File: src/rtl/pixel_pair_unpack_pkg.sv
// Shared definitions for the pixel pair unpacker: word/pixel widths,
// channel field offsets, FSM state encoding and expansion-mode constants.
package pixel_pair_unpack_pkg;

  // Input channel width (fixed) and expanded output channel width
  localparam int CHAN_W     = 6;
  localparam int OUT_CHAN_W = 8;
  localparam int PAD_W      = OUT_CHAN_W - CHAN_W;

  // One packed pixel, a pair word, and one expanded RGB pixel
  localparam int PIX18_W = 3 * CHAN_W;
  localparam int PAIR_W  = 2 * PIX18_W;
  localparam int RGB24_W = 3 * OUT_CHAN_W;

  // Channel field offsets inside an 18-bit pixel {R,G,B}
  localparam int R_LSB = 12;
  localparam int G_LSB = 6;
  localparam int B_LSB = 0;

  // Expansion policy for the low bits of each output channel
  localparam int EXPAND_ZERO = 0;  // {c, 2'b00}
  localparam int EXPAND_REP  = 1;  // {c, c[5:4]}

  // EMPTY: no word held; LO: presenting pixel0; HI: presenting pixel1
  typedef enum logic [1:0] {
    EMPTY = 2'd0,
    LO    = 2'd1,
    HI    = 2'd2
  } state_e;

  // Pull one 6-bit channel out of an 18-bit pixel at the given field offset
  function automatic logic [CHAN_W-1:0] get_chan(input logic [PIX18_W-1:0] pix,
                                                 input int unsigned lsb);
    get_chan = pix[lsb +: CHAN_W];
  endfunction

endpackage

File: src/rtl/pixel_pair_unpack_if.sv
// Input-word and output-pixel handshake bundle for the pair unpacker.
//
// Handshake rule (both sides): a transfer happens on a rising edge where
// valid and ready are both 1. A source holding valid=1 keeps its payload
// stable until the transfer; ready may depend combinationally on the
// partner's signals, valid never depends on ready.
interface pixel_pair_unpack_if;
  import pixel_pair_unpack_pkg::*;

  logic [PAIR_W-1:0]  in_word;
  logic               in_valid;
  logic               in_ready;
  logic [RGB24_W-1:0] out_pix;
  logic               out_valid;
  logic               out_ready;
  logic               out_first;

  // Upstream word source plus downstream pixel sink, as seen by the bench
  modport master (
    output in_word, in_valid, out_ready,
    input  in_ready, out_pix, out_valid, out_first
  );

  // The unpacker itself
  modport slave (
    input  in_word, in_valid, out_ready,
    output in_ready, out_pix, out_valid, out_first
  );

endinterface

File: src/rtl/pixel_pair_unpack_chan_expand.sv
// Widens one 6-bit colour channel to 8 bits, either by zero-padding the
// LSBs or by replicating the top bits so full scale maps to full scale.
module pixel_pair_unpack_chan_expand
  import pixel_pair_unpack_pkg::*;
#(
  parameter int EXPAND_MODE = EXPAND_ZERO
) (
  input  logic [CHAN_W-1:0]     i_chan,
  output logic [OUT_CHAN_W-1:0] o_chan
);

  // Mode is a build-time choice, so only one of the two forms is elaborated
  generate
    if (EXPAND_MODE == EXPAND_REP) begin : g_rep
      assign o_chan = {i_chan, i_chan[CHAN_W-1 -: PAD_W]};
    end else begin : g_zero
      assign o_chan = {i_chan, {PAD_W{1'b0}}};
    end
  endgenerate

endmodule

File: src/rtl/pixel_pair_unpack.sv
// Splits 36-bit two-pixel words into a stream of 24-bit RGB pixels, low
// pixel first, at one pixel per clock. The held word and the FSM state are
// the only storage; every output is decoded from those registers, so there
// is no combinational path from in_* to out_*. Only in_ready looks at the
// live out_ready/flush inputs, which is what allows a new word to be
// taken in the same cycle the previous pixel1 leaves (no bubble).
module pixel_pair_unpack
  import pixel_pair_unpack_pkg::*;
#(
  parameter int EXPAND_MODE = EXPAND_ZERO
) (
  input  logic                 clk,
  input  logic                 reset,        // asynchronous, active low
  input  logic                 flush,        // synchronous frame abort
  pixel_pair_unpack_if.slave   bus,
  output state_e               o_dbg_state
);

  state_e              r_state;
  logic [PAIR_W-1:0]   r_word;

  logic                w_in_ready;
  logic                w_accept;
  logic [PIX18_W-1:0]  w_pix18;
  logic [CHAN_W-1:0]   w_r6;
  logic [CHAN_W-1:0]   w_g6;
  logic [CHAN_W-1:0]   w_b6;
  logic [OUT_CHAN_W-1:0] w_r8;
  logic [OUT_CHAN_W-1:0] w_g8;
  logic [OUT_CHAN_W-1:0] w_b8;

  // A word can enter when nothing is held, or when pixel1 is leaving this
  // cycle. Held low during reset and during a flush cycle.
  assign w_in_ready = reset && !flush &&
                      ((r_state == EMPTY) || ((r_state == HI) && bus.out_ready));
  assign w_accept   = bus.in_valid && w_in_ready;

  // Word register and pixel-select FSM; flush wins over accept and out_ready
  always_ff @(posedge clk or negedge reset) begin
    if (!reset) begin
      r_state <= EMPTY;
      r_word  <= '0;
    end else if (flush) begin
      r_state <= EMPTY;
    end else begin
      case (r_state)
        EMPTY: begin
          if (w_accept) begin
            r_word  <= bus.in_word;
            r_state <= LO;
          end
        end
        LO: begin
          if (bus.out_ready) begin
            r_state <= HI;
          end
        end
        HI: begin
          if (bus.out_ready) begin
            if (w_accept) begin
              r_word  <= bus.in_word;
              r_state <= LO;
            end else begin
              r_state <= EMPTY;
            end
          end
        end
        default: begin
          r_state <= EMPTY;
        end
      endcase
    end
  end

  // Pick the half of the held word being presented, then split its channels
  always_comb begin
    w_pix18 = (r_state == HI) ? r_word[PAIR_W-1:PIX18_W] : r_word[PIX18_W-1:0];
    w_r6    = get_chan(w_pix18, R_LSB);
    w_g6    = get_chan(w_pix18, G_LSB);
    w_b6    = get_chan(w_pix18, B_LSB);
  end

  pixel_pair_unpack_chan_expand #(.EXPAND_MODE(EXPAND_MODE)) u_exp_r (
    .i_chan (w_r6),
    .o_chan (w_r8)
  );

  pixel_pair_unpack_chan_expand #(.EXPAND_MODE(EXPAND_MODE)) u_exp_g (
    .i_chan (w_g6),
    .o_chan (w_g8)
  );

  pixel_pair_unpack_chan_expand #(.EXPAND_MODE(EXPAND_MODE)) u_exp_b (
    .i_chan (w_b6),
    .o_chan (w_b8)
  );

  assign bus.in_ready  = w_in_ready;
  assign bus.out_valid = (r_state != EMPTY);
  assign bus.out_first = (r_state != HI);
  assign bus.out_pix   = {w_r8, w_g8, w_b8};
  assign o_dbg_state   = r_state;

endmodule

File: src/flat_wrapper.sv
// flat-port wrapper written by rule: the top's interface ports become plain ports
module pixel_pair_unpack_flat import pixel_pair_unpack_pkg::*;
#(
  parameter int EXPAND_MODE = EXPAND_ZERO
)
  (clk, reset, flush, o_dbg_state, bus_in_word, bus_in_valid, bus_out_ready, bus_in_ready, bus_out_pix, bus_out_valid, bus_out_first);
  pixel_pair_unpack_if bus_i ();
  input  logic clk;
  input  logic reset;
  input  logic flush;
  output state_e o_dbg_state;
  input wire logic [$bits(bus_i.in_word)-1:0] bus_in_word;
  input wire logic [$bits(bus_i.in_valid)-1:0] bus_in_valid;
  input wire logic [$bits(bus_i.out_ready)-1:0] bus_out_ready;
  output wire logic [$bits(bus_i.in_ready)-1:0] bus_in_ready;
  output wire logic [$bits(bus_i.out_pix)-1:0] bus_out_pix;
  output wire logic [$bits(bus_i.out_valid)-1:0] bus_out_valid;
  output wire logic [$bits(bus_i.out_first)-1:0] bus_out_first;
  assign bus_i.in_word = bus_in_word;
  assign bus_i.in_valid = bus_in_valid;
  assign bus_i.out_ready = bus_out_ready;
  assign bus_in_ready = bus_i.in_ready;
  assign bus_out_pix = bus_i.out_pix;
  assign bus_out_valid = bus_i.out_valid;
  assign bus_out_first = bus_i.out_first;
  pixel_pair_unpack #(.EXPAND_MODE(EXPAND_MODE)) u_core (.clk(clk), .reset(reset), .flush(flush), .bus(bus_i), .o_dbg_state(o_dbg_state));
endmodule
File: config.mk
export PLATFORM = sky130hd
export DESIGN_NAME = pixel_pair_unpack_flat
export DESIGN_NICKNAME = d
export VERILOG_FILES = /design/src/rtl/pixel_pair_unpack_pkg.sv /design/src/rtl/pixel_pair_unpack_if.sv /design/src/rtl/pixel_pair_unpack_chan_expand.sv /design/src/rtl/pixel_pair_unpack.sv /design/src/flat_wrapper.sv
export SDC_FILE = /design/constraint.sdc
export NUM_CORES = 1
export LEC_CHECK = 0
export BUFFER_PORTS_ARGS = -buffer_cell sky130_fd_sc_hd__buf_2
export CORE_MARGIN = 1
export CORE_UTILIZATION = 49
export CTS_CLUSTER_DIAMETER = 50
export CTS_CLUSTER_SIZE = 12
export DETAILED_ROUTE_END_ITERATION = 10
export PLACE_DENSITY = 0.8
export SETUP_SLACK_MARGIN = 0.05
export SLEW_MARGIN = 20
export SYNTH_ARGS = -nofsm -noshare
export SYNTH_HDL_FRONTEND = slang
export SYNTH_SLANG_ARGS = --single-unit
File: constraint.sdc
create_clock -name clk -period 2.14 [get_ports clk]
set_clock_uncertainty 0.1 [all_clocks]
set_input_delay 0.321 -clock clk [delete_from_list [all_inputs] [get_ports clk]]
set_output_delay 0.321 -clock clk [all_outputs]
set_load 0.05 [all_outputs]
==> load_flow_metrics.sql, run 1 <==
INSERT INTO impl_metrics (metric_group, metric, value, unit) VALUES
('global_routing', 'antenna_found_initial', '0', ''),
('timing', 'rsz0062_at_grt', 'true', ''),
('die', 'row_count', '22', ''),
('clocking', 'max-clock-path-buffers', '2', ''),
('die', 'fp.dieW', '63.9', 'um'),
('yosys', 'synth_top_cell_by_area', 'sky130_fd_sc_hd__dfrtp_1', ''),
('flow_run', 'timing.max_cap.violations', '0', ''),
('detailed_routing', 'drt-vias-per-instance', '4.89', ''),
('clocking', 'cts.clk_slew.worst_paths', '0.08', 'ns'),
('finish', 'antenna_cells', '0', ''),
('global_routing', 'grt_pass1_wl', '5810', 'um'),
('setup_path', 'crit_path_launch_type', 'flop', ''),
('power_and_ir_drop', 'swShare', '0.326', ''),
('yosys', 'ys_top_cells_by_count', 'sky130_fd_sc_hd__dfrtp_1 (38), sky130_fd_sc_hd__mux2_4 (29), sky130_fd_sc_hd__mux2_2 (25)', ''),
('finish', 'final_layout_size_suffix_gt1_frac', '0.735', ''),
('yosys', 'share_of_synthesized_area_occupied_by_flip_flops_and_latches', '0.506', ''),
('global_routing', 'globalRouteOverflowTotal', '0', ''),
('setup_path', 'critical_path_arrival', '1.59', 'ns'),
('global_routing', 'grt_max_degree', '39', ''),
('clocking', 'clkLatencyLatePin', '0.28', 'ns'),
('yosys', 'ys_ff_latch', '38', ''),
('run_status', 'status', 'complete, no violations', ''),
('yosys', 'syn-mean-instance-area', '16.2', 'um2'),
('timing', 'fin_crit', '2.01', 'ns'),
('yosys', 'yosysWarningCount', '0', ''),
('yosys', 'postSynthCellCount', '116', ''),
('setup_path', 'critical_path.endpoint_type', 'output port', ''),
('timing', 'fin_tns_setup', '0', 'ns'),
('die', 'die-height', '63.9', 'um'),
('clocking', 'cts_tree', 'done', ''),
('clocking', 'cts_root_buffer', 'sky130_fd_sc_hd__clkbuf_8', ''),
('die', 'floorplan.initialDensity', '0.513', ''),
('yosys', 'synth.cell_area', '0.00188', 'mm2'),
('clocking', 'postCtsSetupRepairBufs', '0', ''),
('hold_path', 'timing.hold.worst.class', 'primary input to async pin', ''),
('timing', 'layout_worst_path_cycle_share', '0.940', ''),
('die', 'num_io_pins', '70', ''),
('setup_path', 'setup.worst_path.class', 'flop to output port', ''),
('power_and_ir_drop', 'p_leak', '0.00123', 'uW'),
('power_and_ir_drop', 'power.share.clock', '0.289', ''),
('power_and_ir_drop', 'power.density', '1070', 'mW/mm2'),
('power_and_ir_drop', 'vdd_drop_max', '521', 'uV'),
('detailed_routing', 'vias', '1139', ''),
('detailed_routing', 'drt_pass1_iterations', '4', ''),
('power_and_ir_drop', 'p_seq_frac', '0.383', ''),
('yosys', 'synth-main-ff-cell', 'sky130_fd_sc_hd__dfrtp_1', ''),
('setup_path', 'worstPathRequired', '1.72', 'ns'),
('yosys', 'post-synth-top-count-cell', 'sky130_fd_sc_hd__dfrtp_1', ''),
('clocking', 'ctsHtreeMaxLevel', '2', ''),
('power_and_ir_drop', 'p_int', '1680', 'uW'),
('finish', 'fillerInstances', '271', ''),
('finish', 'areaGrowthSynthToFinish', '24.4', '%'),
('detailed_routing', 'routedWlPerCell', '14.5', 'um'),
('place', 'gp_congestion', '0.698', ''),
('power_and_ir_drop', 'switchingPower', '812', 'uW'),
('clocking', 'clock_sinks', '38', ''),
('global_routing', 'number_of_global_route_vias_before_repair', '1223', ''),
('yosys', 'edff_count_synth', '0', ''),
('detailed_routing', 'routed_wirelength', '3380', 'um'),
('yosys', 'synth_top_area_share', '0.506', ''),
('place', 'place_area', '0.00220', 'mm2'),
('clocking', 'cts.repair.resized', '0', ''),
('setup_path', 'critPathMaxFanout', '10', ''),
('detailed_routing', 'drt_iter0_drc', '23', ''),
('detailed_routing', 'drt_drc_violations_left', '0', ''),
('timing', 'hold_viol', '0', ''),
('finish', 'layout.cell_area.non_filler', '0.00234', 'mm2'),
('power_and_ir_drop', 'comb_power_share', '0.328', ''),
('place', 'portBuffers', '63', ''),
('timing', 'final-setup-viol-count', '0', ''),
('timing', 'report.final.slew_viol_count', '0', '');
-- routing by layer --
layer | track usage | part of all wire
met3 | 0.0464 | 0.056
met4 | 0.0767 | 0.0074
met2 | 0.306 | 0.48
met1 | 0.246 | 0.46
met5 | 0 | 0
-- final timing paths --
kind,startpoint,end,cells after the start
setup / recovery,u_core.o_dbg_state[0],bus_out_pix[15],4
hold / removal,reset,u_core.r_word[7],2
setup reg to reg,u_core.o_dbg_state[1],u_core.r_word[14],4
hold reg to reg,u_core.r_word[10],u_core.r_word[10],1
max in group asynchronous,reset,u_core.o_dbg_state[0],2
min in group clk,flush,u_core.o_dbg_state[1],2
-- power groups by stage --
| stage | Sequential (uW) | Clock (uW) | Combinational [uW] |
|---|---|---|---|
| floorplan | 943 | 0 | 672 |
| global placement | 954 | 0 | 805 |
| detailed placement | 968 | 0 | 819 |
| CTS | 955 | 739 | 824 |
| global route | 974 | 774 | 863 |
| finish | 955 | 719 | 817 |
-- state kept, by name (all words and copies together) (netlist names) --
name                cells
u_core.o_dbg_state      2
u_core.r_word          36
-- cells by family after synthesis --
kind of cell,synth area share
muxes,0.381
DFF,0.506
buffers and inverters,0.0626
and+or+nand+nor,0.0386
AOI/OAI and AO/OA,0.00932
other,0.00200
-- cells in the final DEF, fill, tap and decap left out, drive strengths merged --
master / synthesis / layout
o22a: 1 / 1
or2b: 1 / 1
or2: 1 / 1
and4bb: 2 / 2
clkinv: 0 / 1
buf: 11 / 67
dfrtp: 38 / 38
a22oi: 1 / 1
mux2: 54 / 54
nand2: 3 / 3
bufinv: 0 / 2
nor2: 2 / 2
conb: 1 / 6
nand2b: 1 / 1
clkbuf: 0 / 5
-- stage by stage --
stage | hold slack (ns) | cells | total power (uW) | utilization | setup slack (ns)
final | 0.0357 | 233 | 2490 | 0.638 | 0.129
after global routing | 0.0593 | 233 | 2610 | 0.638 | 0.0444
after CTS | 0.0378 | 233 | 2520 | 0.638 | 0.105
after detailed placement | 0.359 | 225 | 1790 | 0.601 | 0.427
after global placement | 0.331 | 225 | 1760 | 0.601 | 0.454
after floorplan | -0.0746 | 121 | 1620 | - | 0.0833
-- critical path, stage by stage (launching register included) --
cell and delay (ns):
sky130_fd_sc_hd__dfrtp_2 0.41, sky130_fd_sc_hd__nand2b_1 0.14, sky130_fd_sc_hd__buf_4 0.19, sky130_fd_sc_hd__mux2_2 0.35
sky130_fd_sc_hd__buf_2 0.21
-- cell type report --
cell class	instances	area (um2)	area share
repair buffers	67	358	0.153
clock inverters	3	68.8	0.0294
clock buffers	5	68.8	0.0294
well taps	48	60.1	0.0257
flip-flops and latches	38	952	0.407
multi-input cells	72	830	0.355
(Power assumes the default switching activity.)
==> inputs of run 2 (changes only) <==
CTS_BUF_LIST = sky130_fd_sc_hd__clkbuf_16   (was default)
PLACE_DENSITY = default   (was 0.8)
PLACE_DENSITY_LB_ADDON = 0.1   (was default)
==> load_flow_metrics.sql, run 2 (synthesis gave the netlist of run 1 again) <==
INSERT INTO impl_metrics (metric_group, metric, value, unit) VALUES
('detailed_routing', 'drt_iter0_drc', '15', ''),
('setup_path', 'crit_path_launch_type', 'flop', ''),
('power_and_ir_drop', 'p_leak', '0.00126', 'uW'),
('timing', 'rsz0062_at_grt', 'false', ''),
('setup_path', 'critPathMaxFanout', '12', ''),
('finish', 'nNetsFinal', '229', ''),
('timing', 'hold_viol', '0', ''),
('timing', 'tightestPinTransition', '0.666', 'ns'),
('timing', 'fin_crit', '2.01', 'ns'),
('global_routing', 'grt_max_degree', '23', ''),
('place', 'gp_congestion', '0.724', ''),
('setup_path', 'critical_path.top_delay_family', 'flip-flops', ''),
('hold_path', 'timing.hold.worst.class', 'primary input to async pin', ''),
('power_and_ir_drop', 'totalPowerFinal', '2620', 'uW'),
('detailed_routing', 'vias', '1125', ''),
('detailed_routing', 'routedWlPerCell', '14.5', 'um'),
('detailed_routing', 'drt_drc_violations_left', '0', ''),
('clocking', 'clock_sinks', '38', ''),
('run_status', 'status', 'complete, no violations', ''),
('setup_path', 'setup.worst_path.class', 'flop to output port', ''),
('finish', 'layout.cells.non_filler', '237', ''),
('finish', 'areaGrowthSynthToFinish', '27.9', '%'),
('setup_path', 'timing.reg2reg.setup_slack', '0.44', 'ns'),
('die', 'row_count', '22', ''),
('place', 'post-place-cells', '227', ''),
('timing', 'layout_worst_path_cycle_share', '0.938', ''),
('detailed_routing', 'routed_wirelength', '3440', 'um'),
('flow_run', 'timing.max_cap.violations', '0', ''),
('die', 'core-area', '0.00366', 'mm2'),
('die', 'floorplan.initialDensity', '0.513', ''),
('global_routing', 'number_of_global_route_vias_before_repair', '1166', ''),
('setup_path', 'critical_path_buf_inv_count', '2', ''),
('timing', 'report.final.slew_viol_count', '0', ''),
('clocking', 'max-clock-path-buffers', '2', ''),
('detailed_routing', 'drt_pass1_iterations', '4', ''),
('clocking', 'cts_buffers', '5', ''),
('global_routing', 'grt_pass1_wl', '5680', 'um'),
('timing', 'max_clock_freq', '498', 'MHz'),
('die', 'design.die.area', '0.00409', 'mm2'),
('die', 'fp.dieW', '63.9', 'um'),
('clocking', 'ctsHtreeMaxLevel', '2', ''),
('setup_path', 'critical_path.endpoint_type', 'output port', ''),
('timing', 'fin_tns_setup', '0', 'ns'),
('detailed_routing', 'drt-vias-per-instance', '4.75', ''),
('die', 'die-height', '63.9', 'um'),
('clocking', 'cts_root_buffer', 'sky130_fd_sc_hd__clkbuf_16', ''),
('setup_path', 'timing.critical_path.slowest_stage_cell', 'sky130_fd_sc_hd__dfrtp_2', ''),
('clocking', 'cts_tree', 'done', ''),
('finish', 'final_common_cell', 'sky130_fd_sc_hd__buf_2', ''),
('finish', 'top_register', 'u_core.r_word', ''),
('global_routing', 'globalRouteOverflowTotal', '0', ''),
('place', 'place_area', '0.00221', 'mm2'),
('setup_path', 'critical_path_arrival', '1.59', 'ns'),
('place', 'portBuffers', '63', ''),
('global_routing', 'globalRouteTotalUtil', '0.192', ''),
('finish', 'largest_register_ffs', '36', ''),
('timing', 'final-setup-viol-count', '0', ''),
('clocking', 'cts.clk_slew.worst_paths', '0.06', 'ns'),
('timing', 'slew-limit-headroom', '0.555', ''),
('clocking', 'clkLatencyLatePin', '0.28', 'ns'),
('die', 'num_io_pins', '70', ''),
('power_and_ir_drop', 'vdd_drop_max', '664', 'uV'),
('finish', 'fillerInstances', '277', ''),
('finish', 'final_layout_size_suffix_gt1_frac', '0.735', ''),
('setup_path', 'largest_incremental_delay_on_the_critical_path', '0.41', 'ns'),
('detailed_routing', 'antenna_violating_nets_post_route', '0', ''),
('finish', 'layout.cell_area.non_filler', '0.00240', 'mm2'),
('place', 'dp_hpwl', '2520', 'um'),
('global_routing', 'antenna_found_initial', '0', ''),
('setup_path', 'worstPathRequired', '1.72', 'ns'),
('finish', 'leading_cell_types_in_the_layout_fill_and_taps_excluded', 'sky130_fd_sc_hd__buf_2 (64), sky130_fd_sc_hd__dfrtp_1 (37), sky130_fd_sc_hd__mux2_4 (29), sky130_fd_sc_hd__mux2_2 (25), sky130_fd_sc_hd__conb_1 (6)', ''),
('finish', 'antenna_cells', '0', ''),
('setup_path', 'crit_chain', 'nand2b_1 > buf_6 > mux2_2 > buf_2', ''),
('power_and_ir_drop', 'power.density', '1090', 'mW/mm2');
==> run 2: layout make-up <==
| type | instances | area (um2) | area share |
|---|---|---|---|
| clock buffer | 5 | 125 | 0.0521 |
| tap | 48 | 60.1 | 0.0250 |
| clock inverter | 3 | 45.0 | 0.0187 |
| multi-input combinational | 72 | 830 | 0.345 |
| timing repair buffer | 71 | 392 | 0.163 |
| sequential | 38 | 952 | 0.396 |
==> run 2: layer usage <==
layer / vias up / part of all wire / track usage
li1: 537 / - / -
met1: 545 / 0.43 / 0.230
met2: 37 / 0.50 / 0.319
met3: 6 / 0.060 / 0.0554
met4: 0 / 0.018 / 0.0852
met5: - / 0 / 0
==> run 2: through the flow <==
step	setup slack, ns	hold WS, ns	util
detailed placement	0.402	0.211	0.605
floorplan	0.0833	-0.0746	-
CTS	0.0837	0.124	0.657
global route	0.0798	0.133	0.657
finish	0.132	0.112	0.657
global placement	0.449	0.207	0.605
==> run 2: power by group <==
group / switching [uW] / internal, uW
clock: 291 / 549
sequential: 85.5 / 873
combinational: 472 / 345
==> run 2: worst reg2reg max path, delay by kind of cell, from the launching register on <==
kind | cells | cell delay (ns)
and+or+nand+nor | 2 | 0.44
buffers and inverters | 1 | 0.29
DFF | 1 | 0.41
muxes | 1 | 0.34
==> run 2: what timing repair did <==
item / in CTS / in global routing
hold buffers: 2 / 0
endpoints found under the setup margin: 0 / 2
buffers inserted: 0 / 0
resized for setup: 0 / 1
hold endpoints to repair: 38 / 0
==> run 2: worst paths after layout <==
check / cells after the start / to / startpoint
max in group asynchronous: 3 / u_core.r_word[4] / reset
hold / removal: 3 / u_core.r_word[7] / reset
min in group clk: 2 / u_core.o_dbg_state[1] / flush
setup reg to reg: 4 / u_core.r_word[9] / u_core.o_dbg_state[1]
setup / recovery: 4 / bus_out_pix[10] / u_core.o_dbg_state[0]
hold reg to reg: 1 / u_core.r_word[14] / u_core.r_word[14]
